==> src/rtl/axi_lite_regif_bridge.sv <==
// AXI4-Lite slave front end for a simple register bank (we/wdone, re/rdone).
// Independent write and read engines. Each engine has address-window decode
// (DECERR), an optional privileged-access check (SLVERR), and a per-access
// completion timeout (SLVERR plus a timeout_evt pulse).
module axi_lite_regif_bridge #(
  parameter int unsigned         ADDR_W       = 32,
  parameter int unsigned         DATA_W       = 32,
  parameter logic [ADDR_W-1:0]   ADDR_BASE    = 32'h4000_0000,
  parameter logic [ADDR_W-1:0]   ADDR_SPAN    = 32'h0000_1000,
  parameter int unsigned         TIMEOUT_CYC  = 16,
  parameter int unsigned         REQUIRE_PRIV = 0
) (
  input  logic                clk,
  input  logic                rst,
  input  logic [ADDR_W-1:0]   AWADDR,
  input  logic [2:0]          AWPROT,
  input  logic                AWVALID,
  output logic                AWREADY,
  input  logic [DATA_W-1:0]   WDATA,
  input  logic [DATA_W/8-1:0] WSTRB,
  input  logic                WVALID,
  output logic                WREADY,
  output logic                BVALID,
  input  logic                BREADY,
  output logic [1:0]          BRESP,
  input  logic [ADDR_W-1:0]   ARADDR,
  input  logic [2:0]          ARPROT,
  input  logic                ARVALID,
  output logic                ARREADY,
  output logic                RVALID,
  input  logic                RREADY,
  output logic [DATA_W-1:0]   RDATA,
  output logic [1:0]          RRESP,
  output logic [ADDR_W-1:0]   waddr,
  output logic [DATA_W-1:0]   wdata,
  output logic [DATA_W/8-1:0] wstrb,
  output logic                we,
  input  logic                wdone,
  output logic [ADDR_W-1:0]   raddr,
  output logic                re,
  input  logic [DATA_W-1:0]   rdata,
  input  logic                rdone,
  output logic                timeout_evt
);

  localparam int unsigned       STRB_W   = DATA_W / 8;
  localparam int unsigned       CNT_W    = (TIMEOUT_CYC == 0) ? 1 : $clog2(TIMEOUT_CYC + 1);
  localparam logic [CNT_W-1:0]  CNT_LAST = CNT_W'((TIMEOUT_CYC == 0) ? 0 : TIMEOUT_CYC - 1);
  localparam bit                TO_EN    = (TIMEOUT_CYC != 0);
  localparam logic [ADDR_W:0]   WIN_END  = {1'b0, ADDR_BASE} + {1'b0, ADDR_SPAN};
  localparam logic [1:0]        RESP_OKAY   = 2'b00;
  localparam logic [1:0]        RESP_SLVERR = 2'b10;
  localparam logic [1:0]        RESP_DECERR = 2'b11;

  // The window must fit inside the address space and be a power of two.
  if (WIN_END[ADDR_W] != 1'b0) begin : g_window_overflow
    $error("axi_lite_regif_bridge: ADDR_BASE + ADDR_SPAN overflows ADDR_W");
  end
  if ((ADDR_SPAN == '0) || ((ADDR_SPAN & (ADDR_SPAN - ADDR_W'(1))) != '0)) begin : g_span_pow2
    $error("axi_lite_regif_bridge: ADDR_SPAN must be a non-zero power of two");
  end
  if ((DATA_W != 32) && (DATA_W != 64)) begin : g_data_w
    $error("axi_lite_regif_bridge: DATA_W must be 32 or 64");
  end

  typedef enum logic [1:0] {W_IDLE = 2'd0, W_REQ = 2'd1, W_RESP = 2'd2} w_state_t;
  typedef enum logic [1:0] {R_IDLE = 2'd0, R_REQ = 2'd1, R_RESP = 2'd2} r_state_t;

  // Unprivileged access is refused when the privilege check is enabled.
  function automatic logic priv_denied(input logic prot0);
    return (REQUIRE_PRIV != 0) && !prot0;
  endfunction

  // Only xPROT[0] matters here; the other bits are intentionally ignored.
  logic unused_prot_s;
  assign unused_prot_s = ^{AWPROT[2:1], ARPROT[2:1]};

  w_state_t          w_state_r, w_state_s;
  logic              awready_r, awready_s, wready_r, wready_s;
  logic [ADDR_W-1:0] waddr_r, waddr_s;
  logic [DATA_W-1:0] wdata_r, wdata_s;
  logic [STRB_W-1:0] wstrb_r, wstrb_s;
  logic              wpriv_r, wpriv_s;
  logic              we_r, we_s, bvalid_r, bvalid_s;
  logic [1:0]        bresp_r, bresp_s;
  logic [CNT_W-1:0]  wcnt_r, wcnt_s;
  logic              w_to_s, aw_hs_s, w_hs_s;

  r_state_t          r_state_r, r_state_s;
  logic              arready_r, arready_s;
  logic [ADDR_W-1:0] raddr_r, raddr_s;
  logic              re_r, re_s, rvalid_r, rvalid_s;
  logic [DATA_W-1:0] rdata_hold_r, rdata_hold_s;
  logic [1:0]        rresp_r, rresp_s;
  logic [CNT_W-1:0]  rcnt_r, rcnt_s;
  logic              r_to_s, ar_hs_s;
  logic              timeout_evt_r;

  assign aw_hs_s = AWVALID && awready_r;
  assign w_hs_s  = WVALID && wready_r;
  assign ar_hs_s = ARVALID && arready_r;

  // Write engine: capture AW/W in any order, decode, wait for wdone or timeout, hold B.
  always_comb begin
    w_state_s = w_state_r;
    awready_s = awready_r && !aw_hs_s;
    wready_s  = wready_r && !w_hs_s;
    waddr_s   = aw_hs_s ? (AWADDR - ADDR_BASE) : waddr_r;
    wpriv_s   = aw_hs_s ? AWPROT[0] : wpriv_r;
    wdata_s   = w_hs_s ? WDATA : wdata_r;
    wstrb_s   = w_hs_s ? WSTRB : wstrb_r;
    we_s      = we_r;
    bvalid_s  = bvalid_r;
    bresp_s   = bresp_r;
    wcnt_s    = wcnt_r;
    w_to_s    = 1'b0;
    case (w_state_r)
      W_IDLE: begin
        if ((aw_hs_s || !awready_r) && (w_hs_s || !wready_r)) begin
          // Offset compare is an unsigned window check since the window cannot wrap.
          if (waddr_s >= ADDR_SPAN) begin
            w_state_s = W_RESP;
            bvalid_s  = 1'b1;
            bresp_s   = RESP_DECERR;
          end else if (priv_denied(wpriv_s)) begin
            w_state_s = W_RESP;
            bvalid_s  = 1'b1;
            bresp_s   = RESP_SLVERR;
          end else begin
            w_state_s = W_REQ;
            we_s      = 1'b1;
            wcnt_s    = '0;
          end
        end else begin
          w_state_s = W_IDLE;
        end
      end
      W_REQ: begin
        if (wdone) begin
          w_state_s = W_RESP;
          we_s      = 1'b0;
          bvalid_s  = 1'b1;
          bresp_s   = RESP_OKAY;
        end else if (TO_EN && (wcnt_r == CNT_LAST)) begin
          w_state_s = W_RESP;
          we_s      = 1'b0;
          bvalid_s  = 1'b1;
          bresp_s   = RESP_SLVERR;
          w_to_s    = 1'b1;
        end else begin
          wcnt_s = (wcnt_r == '1) ? wcnt_r : wcnt_r + CNT_W'(1);
        end
      end
      W_RESP: begin
        if (BREADY) begin
          w_state_s = W_IDLE;
          bvalid_s  = 1'b0;
          awready_s = 1'b1;
          wready_s  = 1'b1;
        end else begin
          bvalid_s = 1'b1;
        end
      end
      default: begin
        w_state_s = W_IDLE;
      end
    endcase
  end

  // Read engine: decode on AR handshake, wait for rdone or timeout, hold R.
  always_comb begin
    r_state_s    = r_state_r;
    arready_s    = arready_r && !ar_hs_s;
    raddr_s      = ar_hs_s ? (ARADDR - ADDR_BASE) : raddr_r;
    re_s         = re_r;
    rvalid_s     = rvalid_r;
    rdata_hold_s = rdata_hold_r;
    rresp_s      = rresp_r;
    rcnt_s       = rcnt_r;
    r_to_s       = 1'b0;
    case (r_state_r)
      R_IDLE: begin
        if (ar_hs_s) begin
          if (raddr_s >= ADDR_SPAN) begin
            r_state_s    = R_RESP;
            rvalid_s     = 1'b1;
            rdata_hold_s = '0;
            rresp_s      = RESP_DECERR;
          end else if (priv_denied(ARPROT[0])) begin
            r_state_s    = R_RESP;
            rvalid_s     = 1'b1;
            rdata_hold_s = '0;
            rresp_s      = RESP_SLVERR;
          end else begin
            r_state_s = R_REQ;
            re_s      = 1'b1;
            rcnt_s    = '0;
          end
        end else begin
          r_state_s = R_IDLE;
        end
      end
      R_REQ: begin
        if (rdone) begin
          r_state_s    = R_RESP;
          re_s         = 1'b0;
          rvalid_s     = 1'b1;
          rdata_hold_s = rdata;
          rresp_s      = RESP_OKAY;
        end else if (TO_EN && (rcnt_r == CNT_LAST)) begin
          r_state_s    = R_RESP;
          re_s         = 1'b0;
          rvalid_s     = 1'b1;
          rdata_hold_s = '0;
          rresp_s      = RESP_SLVERR;
          r_to_s       = 1'b1;
        end else begin
          rcnt_s = (rcnt_r == '1) ? rcnt_r : rcnt_r + CNT_W'(1);
        end
      end
      R_RESP: begin
        if (RREADY) begin
          r_state_s = R_IDLE;
          rvalid_s  = 1'b0;
          arready_s = 1'b1;
        end else begin
          rvalid_s = 1'b1;
        end
      end
      default: begin
        r_state_s = R_IDLE;
      end
    endcase
  end

  // Write engine state and registered outputs.
  always_ff @(posedge clk or posedge rst) begin
    if (rst) begin
      w_state_r <= W_IDLE;
      awready_r <= 1'b1;
      wready_r  <= 1'b1;
      waddr_r   <= '0;
      wdata_r   <= '0;
      wstrb_r   <= '0;
      wpriv_r   <= 1'b0;
      we_r      <= 1'b0;
      bvalid_r  <= 1'b0;
      bresp_r   <= 2'b00;
      wcnt_r    <= '0;
    end else begin
      w_state_r <= w_state_s;
      awready_r <= awready_s;
      wready_r  <= wready_s;
      waddr_r   <= waddr_s;
      wdata_r   <= wdata_s;
      wstrb_r   <= wstrb_s;
      wpriv_r   <= wpriv_s;
      we_r      <= we_s;
      bvalid_r  <= bvalid_s;
      bresp_r   <= bresp_s;
      wcnt_r    <= wcnt_s;
    end
  end

  // Read engine state and registered outputs.
  always_ff @(posedge clk or posedge rst) begin
    if (rst) begin
      r_state_r    <= R_IDLE;
      arready_r    <= 1'b1;
      raddr_r      <= '0;
      re_r         <= 1'b0;
      rvalid_r     <= 1'b0;
      rdata_hold_r <= '0;
      rresp_r      <= 2'b00;
      rcnt_r       <= '0;
    end else begin
      r_state_r    <= r_state_s;
      arready_r    <= arready_s;
      raddr_r      <= raddr_s;
      re_r         <= re_s;
      rvalid_r     <= rvalid_s;
      rdata_hold_r <= rdata_hold_s;
      rresp_r      <= rresp_s;
      rcnt_r       <= rcnt_s;
    end
  end

  // One pulse covers simultaneous read and write timeouts.
  always_ff @(posedge clk or posedge rst) begin
    if (rst) begin
      timeout_evt_r <= 1'b0;
    end else begin
      timeout_evt_r <= w_to_s || r_to_s;
    end
  end

  assign AWREADY     = awready_r;
  assign WREADY      = wready_r;
  assign BVALID      = bvalid_r;
  assign BRESP       = bresp_r;
  assign waddr       = waddr_r;
  assign wdata       = wdata_r;
  assign wstrb       = wstrb_r;
  assign we          = we_r;
  assign ARREADY     = arready_r;
  assign RVALID      = rvalid_r;
  assign RDATA       = rdata_hold_r;
  assign RRESP       = rresp_r;
  assign raddr       = raddr_r;
  assign re          = re_r;
  assign timeout_evt = timeout_evt_r;

endmodule

==> config.mk <==
export PLATFORM = sky130hd
export DESIGN_NAME = axi_lite_regif_bridge
export DESIGN_NICKNAME = d
export VERILOG_FILES = /design/src/rtl/axi_lite_regif_bridge.sv
export SDC_FILE = /design/constraint.sdc
export NUM_CORES = 1
export LEC_CHECK = 0
export CORE_ASPECT_RATIO = 0.7
export CORE_MARGIN = 10
export CORE_UTILIZATION = 46
export DETAILED_ROUTE_END_ITERATION = 7
export PLACE_DENSITY = 0.87
export SLEW_MARGIN = 20
export SYNTH_ARGS = -nofsm -noshare
export SYNTH_HDL_FRONTEND = slang
export SYNTH_SLANG_ARGS = --single-unit
==> constraint.sdc <==
create_clock -name clk -period 15.6 [get_ports clk]
set_input_delay 3.12 -clock clk [delete_from_list [all_inputs] [get_ports clk]]
set_output_delay 3.12 -clock clk [all_outputs]
set_load 0.02 [all_outputs]
==> results.json <==
{
  "status": "finished, final reports clean",
  "setup_viol": 0,
  "whs_ns": 0.4997,
  "hold_viol_final": 0,
  "rrSetupSlack_ns": 13.02,
  "critPathCaptureType": "register",
  "ys.flop_type": "dfrtp_1",
  "finClkSkew_ns": 0.009616,
  "vias": 5060,
  "maxCapViolCount": 0,
  "drc_errors": 0,
  "final_area_um2": 10320,
  "grtUsageTotal_pct": 20.09,
  "grt-ovfl-total": 0,
  "rows": 36,
  "synthDistinctLibCells": 59,
  "ys_seq_area_share_pct": 59.31,
  "fin_crit_ns": 4.949,
  "area_delta_synth_final_pct": 54.68,
  "grt_max_degree": 86,
  "hpwlAfterDp_um": 15350,
  "grt_pass1_wl_um": 31360,
  "die_h_um": 120.8,
  "synth_area_um2": 6673,
  "drt-pass1-iter-count": 4,
  "numPortBuffers": 284,
  "leakagePower_nw": 4.421,
  "worst_setup_hold_path_clk_slew_ns": 0.06,
  "antenna_left": 0,
  "die-area_um2": 19800,
  "rsz0062_at_grt": "false",
  "wl_per_cell_um": 20.66,
  "fin_crit_sh_pct": 31.72,
  "crit_type": "in2reg",
  "finalMaxSlewViolations": 0,
  "drtIter0Drc": 248,
  "fmax_mhz": 202.1,
  "htreeDepth": 4,
  "crit_arrival_ns": 5.25,
  "grt_busiest_layer": "met2",
  "cts_tree": "done",
  "tightest_slew_ns": 0.7687,
  "totalPowerFinal_mw": 1.832,
  "ys_seq_elements": 158,
  "cts-root-buf": "clkbuf_16",
  "initial_core_util_pct": 47.48,
  "synth.yosys.warnings": 0,
  "hold_class": "reg2reg",
  "grtUsageMet1_pct": 22.49,
  "holdBufCountCts": 0,
  "drive_above_1_share_pct": 20.05,
  "clock_path_buffers": 2,
  "ff_latch_area_um2": 3958,
  "numCtsBuffers": 17,
  "fin_setup_tns_ns": 0,
  "num_antenna_cells": 0,
  "grt_pass1_vias": 5675,
  "fp.coreArea_um2": 14050,
  "met2_usage_pct": 34.86,
  "die_x_um": 164.0,
  "cts_sinks": 158,
  "power-per-cell-area_nw_per_um2": 177.5,
  "io_pins": 291,
  "syn_nets": 637,
  "syn_area_per_cell_um2": 13.96,
  "crit_required_ns": 15.91,
  "antenna_found_initial": 0,
  "worstSetupStartpointType": "primary input",
  "fill_cells": 952,
  "ys_top_cells_by_area": "dfrtp_1 58%, mux2_2 16%, a22o_1 4.9%",
  "met3_usage_pct": 7.661,
  "drt_wl_total_um": 20000,
  "post_cts_buffers": 0,
  "stdcell_count": 968,
  "synth.largest_area_cell": "dfrtp_1",
  "worstSkewPairLatency_ns": 0.42,
  "place.gp.congestion": 0.8224,
  "irDropWorstVdd_mv": 0.1454,
  "synth_top_area_share_pct": 58.13,
  "layout.nets": 926,
  "synth-edff-count": 0,
  "via_per_inst": 5.227,
  "postPlaceCellArea_um2": 9688,
  "maxSlewHeadroom_pct": 48.75,
  "syn_inst": 478,
  "dp.cells": 938,
  "multi_input_area_um2": 2547,
  "postCtsResizedCells": 0,
  "async_flop_share_pct": 100.0,
  "critPathMaxFanout": 38
}
## final timing paths
path / start / end / depth (start not counted)
hold reg to reg: ARREADY / ARREADY / 2
max in group asynchronous: rst / RDATA[6] / 3
hold / removal: ARREADY / ARREADY / 2
min in group asynchronous: rst / wdata[26] / 2
setup reg to reg: wcnt_r[0] / wcnt_r[4] / 8
setup / recovery: AWVALID / we / 7
## registers in the layout, indices dropped and copies added (netlist names)
signal / flops
ARREADY: 1
AWREADY: 1
BRESP: 2
BVALID: 1
RDATA: 32
RRESP: 2
RVALID: 1
WREADY: 1
r_state_r: 2
raddr: 32
rcnt_r: 5
re: 1
timeout_evt: 1
w_state_r: 2
waddr: 32
wcnt_r: 5
wdata: 32
we: 1
wstrb: 4
## cells by family (layout without fill, tap and decap cells)
kind of cell,count (synthesis),after routing,share of synthesized area [%]
AO/OA/AOI/OAI,78,78,9.882
buffers and inverters,35,335,2.513
multiplexers,107,107,18.00
adder cells (fa/ha/maj),12,12,2.250
XOR/XNOR,2,2,0.2626
AND/OR/NAND/NOR,86,86,7.782
flip-flops,158,158,59.31
## area by class of cell
class	count	share of cell area, %
Clock buffer	20	4.522
Clock inverter	10	1.576
Inverter	16	0.6304
Multi-Input combinational cell	285	24.68
Sequential cell	158	38.34
Tap cell	190	2.303
Timing Repair Buffer	289	27.94
## critical path, stage by stage
cell	delay, ns
clkdlybuf4s50_1	0.41
nand2_1	0.06
buf_4	0.38
nand4_1	0.30
a22oi_4	0.37
mux2_1	0.36
a22o_1	0.23
## layout by cell type, fill, tap and decap left out, types with 5 or more instances in the layout
cell type	n
clkdlybuf4s50_1	284
dfrtp_1	155
mux2_2	97
a22o_1	37
nand2_1	23
clkbuf_16	17
inv_1	15
nor2_1	15
o21ai_0	12
ha_1	12
nor3_1	7
mux2i_1	6
nor4_1	6
nor2b_1	5
## through the flow
| stage | util, % | worst slack, ns |
|---|---|---|
| after floorplan | - | 8.222 |
| after global placement | 68.94 | 10.28 |
| after detailed placement | 68.94 | 10.21 |
| after CTS | 73.42 | 10.65 |
| after global routing | 73.44 | 10.47 |
| final | 73.44 | 10.65 |
## synthesized netlist by cell type, drive strengths merged (2+ instances only)
cell type  number
o32a            2
inv            16
a21oi           5
nand2          24
nand3b          2
dfrtp         155
dfstp           3
nor2b           5
nor4           11
a22o           37
a221oi          2
mux2          101
nand4b          2
nor2           15
a21o            2
ha             12
o31ai           3
buf            11
a211o           2
nand4           3
and3            4
nand3           4
nand2b          3
nor4b           2
o21ai          13
xor2            2
o21bai          2
nor3            7
mux2i           6
clkbuf          8
a211oi          2
## where the power goes
group          switching [mW]  internal, mW
sequential             0.0844         0.554
clock                   0.160         0.279
combinational           0.364         0.390
total                   0.608          1.22
## routing by layer
metal	routed length (um)	vias to the layer above
met1	7664	2545
li1	-	2322
met4	248	0
met3	1766	20
met2	10320	173
met5	0	-
Note: power is estimated with default switching activity, not from simulation.
